[src/rtl/pixel_minmax_scan.sv]
// rtl/pixel_minmax_scan.sv - per-channel RGB444 min/max scan over a contiguous pixel range
// Reads N pixels from image memory and publishes per-channel max/min atomically at completion.
module pixel_minmax_scan #(
    parameter int ADDR_W = 14
) (
    input  logic              clk,
    input  logic              rst,
    input  logic              start,
    input  logic [ADDR_W-1:0] base_addr,
    input  logic [ADDR_W:0]   num_pix,
    output logic              mem_re,
    output logic [ADDR_W-1:0] mem_addr,
    input  logic [11:0]       mem_rdata,
    output logic [11:0]       max,
    output logic [11:0]       min,
    output logic              busy,
    output logic              done
);

    typedef enum logic [1:0] {
        S_IDLE  = 2'd0,
        S_READ  = 2'd1,
        S_DRAIN = 2'd2,
        S_DONE  = 2'd3
    } state_t;

    localparam logic [ADDR_W-1:0] ONE_A = {{(ADDR_W-1){1'b0}}, 1'b1};
    localparam logic [ADDR_W:0]   ONE_N = {{ADDR_W{1'b0}}, 1'b1};

    state_t            r_state;
    state_t            w_next_state;
    logic [ADDR_W-1:0] r_addr;
    logic [ADDR_W:0]   r_remain;
    logic              r_rd_valid;
    logic [11:0]       r_acc_max;
    logic [11:0]       r_acc_min;
    logic [11:0]       r_max;
    logic [11:0]       r_min;
    logic [11:0]       w_upd_max;
    logic [11:0]       w_upd_min;
    logic              w_last;

    // r_remain counts reads still to issue after the current one
    assign w_last = (r_remain == '0);

    always_ff @(posedge clk) begin
        if (rst) begin
            r_state <= S_IDLE;
        end else begin
            r_state <= w_next_state;
        end
    end

    always_comb begin
        w_next_state = r_state;
        case (r_state)
            S_IDLE: begin
                if (start) begin
                    w_next_state = (num_pix == '0) ? S_DONE : S_READ;
                end
            end
            S_READ: begin
                if (w_last) begin
                    w_next_state = S_DRAIN;
                end
            end
            S_DRAIN: w_next_state = S_DONE;
            S_DONE:  w_next_state = S_IDLE;
            default: w_next_state = S_IDLE;
        endcase
    end

    // Independent unsigned compare per 4-bit colour channel
    always_comb begin
        w_upd_max = r_acc_max;
        w_upd_min = r_acc_min;
        if (r_rd_valid) begin
            for (int c = 0; c < 3; c++) begin
                if (mem_rdata[c*4 +: 4] > r_acc_max[c*4 +: 4]) begin
                    w_upd_max[c*4 +: 4] = mem_rdata[c*4 +: 4];
                end
                if (mem_rdata[c*4 +: 4] < r_acc_min[c*4 +: 4]) begin
                    w_upd_min[c*4 +: 4] = mem_rdata[c*4 +: 4];
                end
            end
        end
    end

    always_ff @(posedge clk) begin
        if (rst) begin
            r_addr     <= '0;
            r_remain   <= '0;
            r_rd_valid <= 1'b0;
            r_acc_max  <= 12'h000;
            r_acc_min  <= 12'hFFF;
            r_max      <= 12'hFFF;
            r_min      <= 12'h000;
        end else begin
            r_rd_valid <= (r_state == S_READ);
            case (r_state)
                S_IDLE: begin
                    if (start && (num_pix != '0)) begin
                        r_addr    <= base_addr;
                        r_remain  <= num_pix - ONE_N;
                        r_acc_max <= 12'h000;
                        r_acc_min <= 12'hFFF;
                    end
                end
                S_READ: begin
                    r_acc_max <= w_upd_max;
                    r_acc_min <= w_upd_min;
                    if (!w_last) begin
                        r_addr   <= r_addr + ONE_A;
                        r_remain <= r_remain - ONE_N;
                    end
                end
                S_DRAIN: begin
                    // Final pixel lands this cycle; publish both results together
                    r_acc_max <= w_upd_max;
                    r_acc_min <= w_upd_min;
                    r_max     <= w_upd_max;
                    r_min     <= w_upd_min;
                end
                default: begin
                end
            endcase
        end
    end

    assign mem_re   = (r_state == S_READ);
    assign mem_addr = r_addr;
    assign max      = r_max;
    assign min      = r_min;
    assign busy     = (r_state != S_IDLE);
    assign done     = (r_state == S_DONE);

endmodule

[config.mk]
export PLATFORM = sky130hd
export DESIGN_NAME = pixel_minmax_scan
export DESIGN_NICKNAME = d
export VERILOG_FILES = /design/src/rtl/pixel_minmax_scan.sv
export SDC_FILE = /design/constraint.sdc
export NUM_CORES = 1
export LEC_CHECK = 0
export CORE_MARGIN = 8
export CORE_UTILIZATION = 53
export DETAILED_ROUTE_END_ITERATION = 16
export GPL_ROUTABILITY_DRIVEN = 1
export MAX_ROUTING_LAYER = met4
export PLACE_DENSITY = 0.79
export SYNTH_ARGS = -nofsm -noshare
export SYNTH_HDL_FRONTEND = slang
export SYNTH_SLANG_ARGS = --single-unit
export TNS_END_PERCENT = 30
[constraint.sdc]
create_clock -name clk -period 4.3 [get_ports clk]
set_clock_uncertainty 0.2 [all_clocks]
set_input_delay 0.86 -clock clk [delete_from_list [all_inputs] [get_ports clk]]
set_output_delay 0.86 -clock clk [all_outputs]
set_load 0.01 [all_outputs]
* After elaboration in Yosys (flattened, before gate mapping)
Cells that the tools add are included.
** Word-level totals
- Bits in registers :: 80
- Input bits :: 44
- ROM bits :: 0
- Latch bits :: 0
- Memories kept :: 0
- Memory bits (writable) :: 0
- Output and inout bits :: 41
** Cells by class
- Order comparisons :: 6
- Bitwise operators :: 0
- Multiplexer cells :: 22
- Shift-type cells :: 0
- Equal/unequal tests :: 7
- $mul :: 0
- Reductions and logical operators :: 12
- Divide/modulo/power cells :: 0
- $add $sub $neg :: 3
** Operators with widths (number)
- $mux W12 :: 4
- $pmux W12 S2 :: 2
- $logic_not A15 Y1 :: 2
- $mux W15 :: 2
- $pmux W15 S2 :: 1
- $sub A15 B1 Y15 const B :: 2
- $mux W14 :: 2
- $pmux W14 S2 :: 1
- $mux W4 :: 6
- $reduce_bool A15 Y1 :: 1
- $add A14 B1 Y14 const B :: 1
- $gt A4 B4 Y1 :: 3
- $lt A4 B4 Y1 :: 3
- $pmux W2 S4 :: 1
- $mux W2 :: 3
- $ne A2 B2 Y1 const B :: 3
- $reduce_bool A2 Y1 :: 3
- $eq A2 B2 Y1 const B :: 2
- $reduce_and A2 Y1 :: 2
- $reduce_and A3 Y1 :: 1
- $eq A2 B1 Y1 const B :: 1
- $logic_not A2 Y1 :: 1
- $ne A2 B1 Y1 const B :: 1
- $reduce_or A2 Y1 :: 1
- $logic_and A1 B1 Y1 :: 1

* Logic depth before layout (Yosys ltp)
- Word-level depth :: 4
- Mapped depth :: 14
- Mapped depth without buffers :: 9

* Least setup slack after synthesis
No wires, ideal clock.
- Path kind :: register to register
- Start :: register r_state[1]
- End :: register r_remain[14]
- Period minus slack after synthesis :: 3390 ps
- Path slack :: 910 ps
- Data arrival time :: 3057 ps
- Stages on the path, launching flop included :: 15
- Library setup time :: 132 ps
- Buffers on the path :: 5
- Path through :: dfxtp_1 inv_1 ha_1 buf_6 clkbuf_1 buf_2 buf_2 buf_1 mux2i_1 ha_1 o211ai_1 nor3_1 a21oi_1 a21oi_1 a21oi_1
** On the way
- Cells in the longest elaborated chain, start to end :: 3
** Ends and longest elaborated chain
- start: declaration :: RTL line 30 : state_t r_state;
- start signal: assignment :: RTL line 50 : r_state <= w_next_state;
- $eq A2 B1 Y1 *
- net mem_re :: RTL line 11 : output logic mem_re,
- $ne A2 B2 Y1 (no source line) / $reduce_bool A2 Y1 (equally long branches)
- $reduce_and A3 Y1 (no source line)
- end signal: assignment :: RTL line 104 : r_remain <= num_pix - ONE_N;
- end signal: assignment :: RTL line 114 : r_remain <= r_remain - ONE_N;
- end: declaration :: RTL line 33 : logic [ADDR_W:0] r_remain;
The timed path passes the listed nets; every way through them passes the cells marked *.
A chain may end at the register's enable or synchronous reset.

* Worst setup path after layout
- Start :: input port num_pix[5]
- End :: register r_remain[5]
** On the way
- Cells in the longest elaborated chain, start to end :: 4
** Ends and longest elaborated chain
- start: declaration :: RTL line 10 : input logic [ADDR_W:0] num_pix,
- branches (longest 4 deep; another with $sub A15 B1 Y15)
Parallel ways; which one is timed is not known. The select of a mux whose other input is x is not followed.

==> flow_metrics.py <==
metrics = {
    "sta": {
        "tightest_slew_ps": 1120,
        "grt_setup_unrepaired": "false",
        "slew_viol_final": 0,
        "max_freq_ghz": 0.293,
        "fin_hold_ws_ps": 280,
        "relSlewSlack_pct": 25.2,
        "hold_viol": 0,
        "period_needed_ps": 3420,
        "fin_tns_setup_ps": 0,
        "fin_crit_sh_pct": 79.4,
        "setup_viol": 0,
    },
    "power_and_ir_drop": {
        "combPwrFrac_pct": 52.0,
        "p_seq_share_pct": 32.5,
        "power_leakage_uw": 0.00224,
        "power_uw": 3630,
        "p_per_area_mw_per_mm2": 624,
        "netSwitchingFraction_pct": 43.2,
        "switching_power_uw": 1570,
        "ir_drop_mv": 0.313,
        "p_clk_share_pct": 15.5,
        "p_int_uw": 2060,
    },
    "die": {
        "coreArea_mm2": 0.00872,
        "ioPinCount": 85,
        "fp.dieH_um": 111,
        "rows": 34,
        "die_w_um": 111,
        "dieArea_mm2": 0.0122,
        "initial_utilization_pct": 54.4,
    },
    "worst_setup_path": {
        "cp_top_family": "simple AND/OR/NAND/NOR gates",
        "cp.required_ps": 4380,
        "crit_fanout": 30,
        "arrival_ps": 3490,
        "slowest_delay_ps": 930,
        "cp_common_cell": "and2_1",
        "path_cells": "clkdlybuf4s50_1 > nor4_1 > nand4_1 > and2_1 > and2_1 > o2111ai_1 > a31oi_1",
        "cp-start-kind": "input port",
        "timing.critical_path.buf_inv": 1,
        "critical_path.slowest_cell": "and2_1",
        "end_kind": "register",
        "path_class": "input port to register",
    },
    "layout": {
        "final_core_utilization_pct": 66.7,
        "diodes": 0,
        "nNetsFinal": 747,
        "area_growth_pct": 22.6,
        "final_layout_size_suffix_gt1_share_pct": 4.99,
        "fin_area_mm2": 0.00582,
    },
    "logic_synthesis": {
        "synth_seq_cells": 80,
        "synth_compound_area_share_pct": 25.0,
        "synth_edf_count": 0,
        "yosysTopAreaCellShare_pct": 33.7,
        "synth-simple-area-share_pct": 23.3,
        "synth-seq-area-share_pct": 33.7,
        "yosys_warnings": 0,
        "netlist_area_mm2": 0.00475,
        "syn_nets": 679,
        "synth-xor-area-share_pct": 0.369,
        "avgSynthCellArea_um2": 7.81,
        "synth-adder-area-share_pct": 7.12,
        "synth_cells": 608,
        "ys_types": 58,
        "ys_async_sr_fraction_pct": 0,
        "synth-main-ff-cell": "dfxtp_1",
        "synthMuxAreaShare_pct": 4.56,
        "synth_top_area_cell": "dfxtp_1",
        "synth_top_family_by_area": "compound AO/OA/AOI/OAI gates",
        "synth_area_leaders": "dfxtp_1 (34%), ha_1 (7.1%), a21oi_1 (5.3%), nor2_1 (4.7%), a211oi_1 (4.0%)",
    },
    "grt": {
        "grt_usage_pct": 21.1,
        "grt_pass1_wl_mm": 21.9,
        "grt_max_degree": 60,
        "grt_overflow_total": 0,
        "grt_pass1_vias": 4628,
        "antenna_found_initial": 0,
    },
    "clock_tree": {
        "cts_buffers": 9,
        "clock_sinks": 80,
        "clock-root-buffer": "clkbuf_8",
        "clock_latency_ps": 350,
        "cts_max_level": 3,
        "tritoncts": "done",
        "cts_buffer_depth": 2,
        "cts_resized": 0,
        "postCtsSetupBuffers": 0,
        "postCtsHoldBufs": 0,
        "path_clk_slew_ps": 90,
    },
    "place": {
        "gp_congestion": 0.869,
        "numPortBuffers": 84,
        "dpl.hpwl_mm": 9.46,
        "post_dp_cell_area_mm2": 0.00562,
    },
    "drt": {
        "via_count": 4752,
        "detail_route.wl_per_cell_um": 16.5,
        "via_per_inst": 6.02,
        "drt_iter0_markers": 231,
        "drc": 0,
        "ant_nets": 0,
        "routed_wl_mm": 13.0,
        "drt_first_pass_iters": 4,
    },
    "status": {
        "status": "finished clean",
    },
    "job": {
        "cap_violations": 0,
    },
    "min_path": {
        "hold_class": "register to register",
    },
}
-- power groups by stage --
stage	clock (µW)	combinational (µW)	sequential, µW
6_report	564	1890	1180
5_1_grt	604	2090	1210
4_1_cts	575	1890	1180
3_5_place_dp	0	1880	1190
3_3_place_gp	0	1850	1180
2_1_floorplan	0	1200	1200
-- per-layer routing --
metal / wire, µm / part of all wire (%) / track usage, % / up-vias
met5: 0 / 0 / - / -
li1: - / - / - / 2368
met1: 5830 / 45 / 25.4 / 2228
met4: 243 / 1.9 / 7.12 / 0
met2: 6340 / 49 / 35.2 / 135
met3: 622 / 4.8 / 3.25 / 21
-- path summary, 6_finish.rpt --
path | start | slack, ps | cells past startpoint | endpoint
hold / removal | r_remain[13] | 280 | 2 | r_remain[13]
setup reg to reg | r_state[0] | 1150 | 8 | r_remain[5]
hold reg to reg | r_remain[13] | 280 | 2 | r_remain[13]
setup / recovery | num_pix[5] | 880 | 7 | r_remain[5]
-- synthesized netlist by cell type, types with 5 or more instances --
| library cell | number |
|---|---|
| o21ai_1 | 28 |
| dfxtp_1 | 80 |
| and2_1 | 6 |
| nor3_1 | 29 |
| a31oi_1 | 5 |
| nand4_1 | 6 |
| o22ai_1 | 17 |
| buf_1 | 6 |
| ha_1 | 27 |
| nand2_1 | 49 |
| inv_1 | 41 |
| nor3b_1 | 5 |
| nand2b_1 | 11 |
| a311oi_1 | 6 |
| a22oi_1 | 5 |
| o21ai_0 | 11 |
| a211oi_1 | 25 |
| a21oi_1 | 50 |
| clkbuf_1 | 21 |
| mux2_2 | 5 |
| nand3_1 | 16 |
| mux2i_1 | 16 |
| a22o_1 | 12 |
| nor4_1 | 8 |
| nor2b_1 | 9 |
| nor2_1 | 59 |
-- final cells by class --
class,count,area [µm²]
Inverter,41,154
Tap cell,108,135
Clock buffer,11,141
Fill cell,766,2900
Clock inverter,5,56.3
Timing Repair Buffer,88,866
Multi-Input combinational cell,456,2870
Sequential cell,80,1600
-- per-stage QoR --
stage	cells	worst slack (ps)
after detailed placement	773	557
after CTS	789	929
after global placement	773	694
after global routing	789	691
after floorplan	608	910
final	789	884
-- layout by cell type, fill, tap and decap left out, drive strengths merged, types with 6 or more instances in the layout --
cell           count
a211oi            25
a21oi             50
a22o              12
a311oi             6
and2               6
clkbuf            11
clkdlybuf4s50     83
dfxtp             80
ha                27
inv               41
mux2i             16
nand2             49
nand2b            11
nand3             16
nand4              6
nor2              59
nor2b              9
nor3              29
nor4               8
o21ai             39
o22ai             17
or2                8
-- worst reg2reg max path: stages, from the launching register on --
cell	delay [ps]
dfxtp_1	420
inv_1	90
ha_1	280
nor4b_1	170
nand4_1	170
and2_1	310
and2_1	930
o2111ai_1	280
a31oi_1	230
-- flip-flops by register name, summed over array words and instances, names as in the netlist --
signal      cells
min            12
mem_addr       14
r_acc_max      12
r_state         2
max            12
r_remain       15
r_rd_valid      1
r_acc_min      12
-- cell families after synthesis --
family | Yosys count
compound gates | 184
xor+xnor | 2
fa+ha+maj | 27
buf+inv | 72
flops | 80
mux | 21
simple gates | 222
No activity file was read; power rests on OpenSTA's default activity.
